==> config.mk <==
export PLATFORM = sky130hd
export DESIGN_NAME = pll_reset_ctrl
export DESIGN_NICKNAME = d
export VERILOG_FILES = /design/src/rtl/pll_rst_pkg.sv /design/src/rtl/rst_sync.sv /design/src/rtl/pll_reset_ctrl.sv
export SDC_FILE = /design/constraint.sdc
export NUM_CORES = 1
export LEC_CHECK = 0
export ABC_AREA = 1
export CORE_MARGIN = 4
export CORE_UTILIZATION = 56
export CTS_CLUSTER_SIZE = 10
export DETAILED_ROUTE_END_ITERATION = 16
export PLACE_DENSITY = 0.86
export SLEW_MARGIN = 20
export SYNTH_ARGS = -nofsm -noshare
export SYNTH_HDL_FRONTEND = slang
export SYNTH_SLANG_ARGS = --single-unit
export TNS_END_PERCENT = 5
==> constraint.sdc <==
create_clock -name clk -period 3.6 [get_ports clk]
set_clock_uncertainty 0.15 [all_clocks]
set_input_delay 0.54 -clock clk [delete_from_list [all_inputs] [get_ports clk]]
set_output_delay 0.54 -clock clk [all_outputs]
set_load 0.05 [all_outputs]
==> src/rtl/pll_rst_pkg.sv <==
// Shared types and constants for the PLL-lock-qualified core reset controller.
package pll_rst_pkg;

  localparam int unsigned STATE_W    = 2;
  localparam int unsigned LOST_CNT_W = 8;

  typedef enum logic [STATE_W-1:0] {
    WAIT_LOCK = 2'd0,
    STABLE    = 2'd1,
    HOLD      = 2'd2,
    RUN       = 2'd3
  } state_e;

  // Counter width covering the longer of the two qualification phases, at least 1 bit.
  function automatic int unsigned cnt_width(input int unsigned a, input int unsigned b);
    int unsigned m;
    int unsigned w;
    m = (a > b) ? a : b;
    w = $clog2(m);
    return (w < 1) ? 1 : w;
  endfunction

endpackage

==> src/rtl/rst_sync.sv <==
// N-stage synchronizer of a constant 1, cleared asynchronously by clr_n.
module rst_sync #(
  parameter int unsigned STAGES = 2
) (
  input  logic clk,
  input  logic clr_n,
  output logic q
);

  logic [STAGES-1:0] sr;

  always_ff @(posedge clk or negedge clr_n) begin
    if (!clr_n) sr <= '0;
    else        sr <= {sr[STAGES-2:0], 1'b1};
  end

  assign q = sr[STAGES-1];

endmodule

==> src/rtl/pll_reset_ctrl.sv <==
// Holds the core in reset until PLL lock has been stable for LOCK_CYCLES and
// then HOLD_CYCLES more; any lock drop reasserts reset immediately.
module pll_reset_ctrl
  import pll_rst_pkg::*;
#(
  parameter int unsigned LOCK_CYCLES = 16,
  parameter int unsigned HOLD_CYCLES = 8,
  parameter int unsigned SYNC_STAGES = 2
) (
  input  logic                  clk,
  input  logic                  rst_n,
  input  logic                  locked,
  output logic                  sys_rst_n,
  output logic                  ready,
  output logic [LOST_CNT_W-1:0] lock_lost_cnt,
  output logic [STATE_W-1:0]    state_dbg
);

  localparam int unsigned         CNT_W     = cnt_width(LOCK_CYCLES, HOLD_CYCLES);
  localparam logic [CNT_W-1:0]    LOCK_LAST = CNT_W'(LOCK_CYCLES - 1);
  localparam logic [CNT_W-1:0]    HOLD_LAST = CNT_W'(HOLD_CYCLES - 1);
  localparam logic [LOST_CNT_W-1:0] LOST_MAX = '1;

  logic                  arst_n;
  logic                  locked_s;
  state_e                state;
  state_e                state_nxt;
  logic [CNT_W-1:0]      cnt;
  logic [CNT_W-1:0]      cnt_nxt;
  logic                  run_nxt;
  logic                  run_seen;
  logic                  run_seen_nxt;
  logic [LOST_CNT_W-1:0] lost_nxt;

  // Losing lock clears everything in the core reset path without needing a clock.
  assign arst_n = rst_n & locked;

  rst_sync #(
    .STAGES (SYNC_STAGES)
  ) u_lock_sync (
    .clk   (clk),
    .clr_n (arst_n),
    .q     (locked_s)
  );

  always_ff @(posedge clk or negedge arst_n) begin
    if (!arst_n) begin
      state <= WAIT_LOCK;
      cnt   <= '0;
    end else begin
      state <= state_nxt;
      cnt   <= cnt_nxt;
    end
  end

  always_comb begin
    state_nxt = state;
    cnt_nxt   = cnt;
    case (state)
      WAIT_LOCK: begin
        if (locked_s) begin
          state_nxt = STABLE;
          cnt_nxt   = '0;
        end
      end
      STABLE: begin
        if (!locked_s) begin
          state_nxt = WAIT_LOCK;
        end else if (cnt == LOCK_LAST) begin
          state_nxt = HOLD;
          cnt_nxt   = '0;
        end else begin
          cnt_nxt = cnt + CNT_W'(1);
        end
      end
      HOLD: begin
        if (!locked_s) begin
          state_nxt = WAIT_LOCK;
        end else if (cnt == HOLD_LAST) begin
          state_nxt = RUN;
        end else begin
          cnt_nxt = cnt + CNT_W'(1);
        end
      end
      RUN: begin
        if (!locked_s) state_nxt = WAIT_LOCK;
      end
      default: state_nxt = WAIT_LOCK;
    endcase
  end

  // A loss is only counted once per RUN episode, on the first edge that sees lock gone.
  always_comb begin
    run_nxt      = (state_nxt == RUN);
    run_seen_nxt = run_seen;
    lost_nxt     = lock_lost_cnt;
    if (!locked_s && run_seen) begin
      run_seen_nxt = 1'b0;
      if (lock_lost_cnt != LOST_MAX) lost_nxt = lock_lost_cnt + LOST_CNT_W'(1);
    end else if (run_nxt && (state != RUN)) begin
      run_seen_nxt = 1'b1;
    end
  end

  always_ff @(posedge clk or negedge arst_n) begin
    if (!arst_n) begin
      sys_rst_n <= 1'b0;
      ready     <= 1'b0;
    end else begin
      sys_rst_n <= run_nxt;
      ready     <= run_nxt;
    end
  end

  always_ff @(posedge clk or negedge rst_n) begin
    if (!rst_n) begin
      run_seen      <= 1'b0;
      lock_lost_cnt <= '0;
    end else begin
      run_seen      <= run_seen_nxt;
      lock_lost_cnt <= lost_nxt;
    end
  end

  assign state_dbg = state;

endmodule

==> flow_metrics.tcl <==
set metrics [dict create \
    run_status "finished, final reports clean" \
    finalWirelength_mm 1.99 \
    worstPathArrival_ps 1590 \
    fillerInstances 125 \
    crit_path_max_delay_family "buffers and inverters" \
    setup.worst_path.end_class "output port" \
    hold_slack_ps 216 \
    final_layout_size_suffix_gt1_share_pct 8.96 \
    design_area_final_um2 1190 \
    worstPathMaxFanout 6 \
    synth.net_count 129 \
    drt_pre_antenna_iters 4 \
    antenna_found_initial 0 \
    cts_hold_buf 0 \
    fp.coreArea_um2 1710 \
    sw_frac_of_total_pct 37.0 \
    synth_area_um2 1000 \
    finalMaxSlewViolations 0 \
    area_growth_syn_to_layout_pct 18.6 \
    power.density_nw_per_um2 406 \
    first_global_vias 859 \
    tritoncts "done" \
    cts-resized-gates 0 \
    rsz_0062_raised_after_global_routing "false" \
    static-leakage-power_nw 0.611 \
    grt.total_usage_pct 19.1 \
    grt_first_pass_wirelength_mm 3.72 \
    drt.antenna.violating_nets 0 \
    power.net_switching_mw 0.179 \
    peakVddDrop_mv 0.332 \
    htree_num_levels 1 \
    drtIter0Drc 11 \
    grt_max_degree 11 \
    path_buf_inv 1 \
    fin_util_pct 69.6 \
    num_vias 787 \
    cts_buffer_depth 2 \
    timing_worst_setup_path_type "register to output port" \
    post_dp_cell_area_um2 1170 \
    worst_path_cell_trace "clkdlybuf4s50_1" \
    setup-violations-final 0 \
    hold_path.class "register to register" \
    final-hold-violation-count 0 \
    synthesis.instances 118 \
    gr-usage-met2_pct 32.0 \
    detail_route.vias_per_cell 4.95 \
    yosysWarningCount 0 \
    grt_most_used_layer "met2" \
    number_of_nets_in_the_layout 147 \
    crit_path_start_kind "register" \
    share_of_power_burned_in_the_clock_network_pct 21.2 \
    floorplan.initialDensity_pct 58.7 \
    antenna_fix_cells 0 \
    placementRows 15 \
    design.portCount 15 \
    max_stage_delay_ps 840 \
    critPathSlowestCell "sky130_fd_sc_hd__clkdlybuf4s50_1" \
    worst_slew_pin_slew_ps 507 \
    setup_total_negative_slack_ps 0 \
    layout_common_cells "sky130_fd_sc_hd__nand2_1, sky130_fd_sc_hd__dfrtp_1, sky130_fd_sc_hd__inv_1" \
    die_outline_area_um2 2530 \
    power_report.internal_total_mw 0.304 \
    mostFrequentLayoutCell "sky130_fd_sc_hd__nand2_1" \
    gp_congestion 0.869 \
    fmaxAchievable_mhz 438 \
    flop_and_latch_count_out_of_synthesis 18 \
    detailedPlacementHpwl_mm 1.55 \
    root_buffer "sky130_fd_sc_hd__clkbuf_4" \
    finalCriticalPeriod_ps 2280 \
    io_buffer_count 14 \
    die_w_um 50.3 \
    numClockSinks 18 \
    ys_types 23 \
    power.sequential.fraction_pct 49.0 \
    detail_route.drc_violations 0 \
    tritoncts.num_buffers 3 \
    grt_remaining_overflow 0 \
    synth_sequential_area_ratio_pct 44.9 \
    synthesis.area_per_instance_um2 8.49 \
    power.combinational.fraction_pct 29.8 \
    gr-usage-met1_pct 24.3 \
    cts.reportedPaths.clkPinSlew_ps 100 \
    fin_crit_sh_pct 63.5 \
    timing.max_slew.rel_slack_pct 66.1 \
    max_capacitance_violation_total 0 \
    die_h_um 50.3 \
    grt_use_met3_pct 4.75 \
    wl_per_cell_um 12.5 \
    worst-endpoint-required_ps 2910 \
    clock_insertion_delay_at_the_later_pin_of_the_skew_report_ps 290 \
    postCtsSetupBuffers 0 \
]
-- cell usage after synthesis --
cell | count | share of area (%)
sky130_fd_sc_hd__a21oi_1 | 2 | 1.0
sky130_fd_sc_hd__and3_1 | 1 | 0.62
sky130_fd_sc_hd__buf_4 | 1 | 0.75
sky130_fd_sc_hd__clkinv_1 | 1 | 0.37
sky130_fd_sc_hd__conb_1 | 1 | 0.37
sky130_fd_sc_hd__dfrtp_1 | 18 | 45
sky130_fd_sc_hd__ha_1 | 8 | 10
sky130_fd_sc_hd__inv_1 | 15 | 5.6
sky130_fd_sc_hd__inv_2 | 3 | 1.1
sky130_fd_sc_hd__inv_4 | 1 | 0.62
sky130_fd_sc_hd__nand2_1 | 33 | 12
sky130_fd_sc_hd__nand2_4 | 1 | 1.1
sky130_fd_sc_hd__nand3_1 | 5 | 2.5
sky130_fd_sc_hd__nand3_2 | 2 | 2.0
sky130_fd_sc_hd__nor2_1 | 7 | 2.6
sky130_fd_sc_hd__nor2_2 | 1 | 0.62
sky130_fd_sc_hd__nor3_1 | 3 | 1.5
sky130_fd_sc_hd__nor3_4 | 1 | 1.6
sky130_fd_sc_hd__o21ai_0 | 1 | 0.50
sky130_fd_sc_hd__o21ai_1 | 3 | 1.5
sky130_fd_sc_hd__o22ai_1 | 2 | 1.2
sky130_fd_sc_hd__xnor2_1 | 3 | 2.6
sky130_fd_sc_hd__xor2_1 | 5 | 4.4
-- flip-flops by register name (all words and copies together), names as in the netlist --
register and count:
lock_lost_cnt 8, cnt 4, state_dbg 2, u_lock_sync.sr 2, ready 1, run_seen 1
-- final cells by class --
type | instances | area (um2) | area share [%]
Multi-Input combinational cell | 79 | 467 | 39.3
Sequential cell | 18 | 450 | 37.9
Timing Repair Buffer | 14 | 140 | 11.8
Inverter | 20 | 77.6 | 6.53
Tap cell | 25 | 31.3 | 2.63
Clock buffer | 3 | 22.5 | 1.89
-- power groups by stage --
stage | clock, mW | sequential, mW | combinational, mW
6_report | 0.102 | 0.236 | 0.144
5_1_grt | 0.111 | 0.240 | 0.164
4_1_cts | 0.102 | 0.236 | 0.144
3_5_place_dp | 0 | 0.240 | 0.143
3_3_place_gp | 0 | 0.237 | 0.132
2_1_floorplan | 0 | 0.256 | 0.0833
-- path summary, 6_finish.rpt --
check	depth (start not counted)	startpoint	slack [ps]	to
worst max-delay path	1	state_dbg[1]$_DFF_PN0_	1320	state_dbg[1]
worst min-delay path	0	u_lock_sync.sr[0]$_DFF_PN0_	220	u_lock_sync.sr[1]$_DFF_PN0_
worst max register to register	9	state_dbg[1]$_DFF_PN0_	1680	cnt[0]$_DFFE_PN0P_
worst min register to register	0	u_lock_sync.sr[0]$_DFF_PN0_	220	u_lock_sync.sr[1]$_DFF_PN0_
max in group asynchronous	3	rst_n	2230	u_lock_sync.sr[0]$_DFF_PN0_
min in group asynchronous	1	rst_n	400	lock_lost_cnt[4]$_DFFE_PN0P_
-- per-layer routing --
layer,vias up,share of wire [%]
met5,-,0
met4,0,1.3
met3,4,3.4
met2,12,50
met1,376,45
li1,395,-
-- kinds of logic after synthesis --
logic type	count (synthesis)	synth area share [%]
other cells	1	0.374
simple gates	54	25.0
compound gates	8	4.24
buf+inv	21	8.49
xor+xnor	8	6.99
fa+ha+maj	8	9.99
flops	18	44.9
-- through the flow --
step / setup slack, ps / instances / power [mW]
after global placement: 1690 / 156 / 0.369
after floorplan: 1610 / 118 / 0.339
after CTS: 1320 / 159 / 0.482
after global routing: 1260 / 159 / 0.514
final: 1320 / 159 / 0.482
after detailed placement: 1650 / 156 / 0.384
Note: power is estimated with default switching activity, not from simulation.
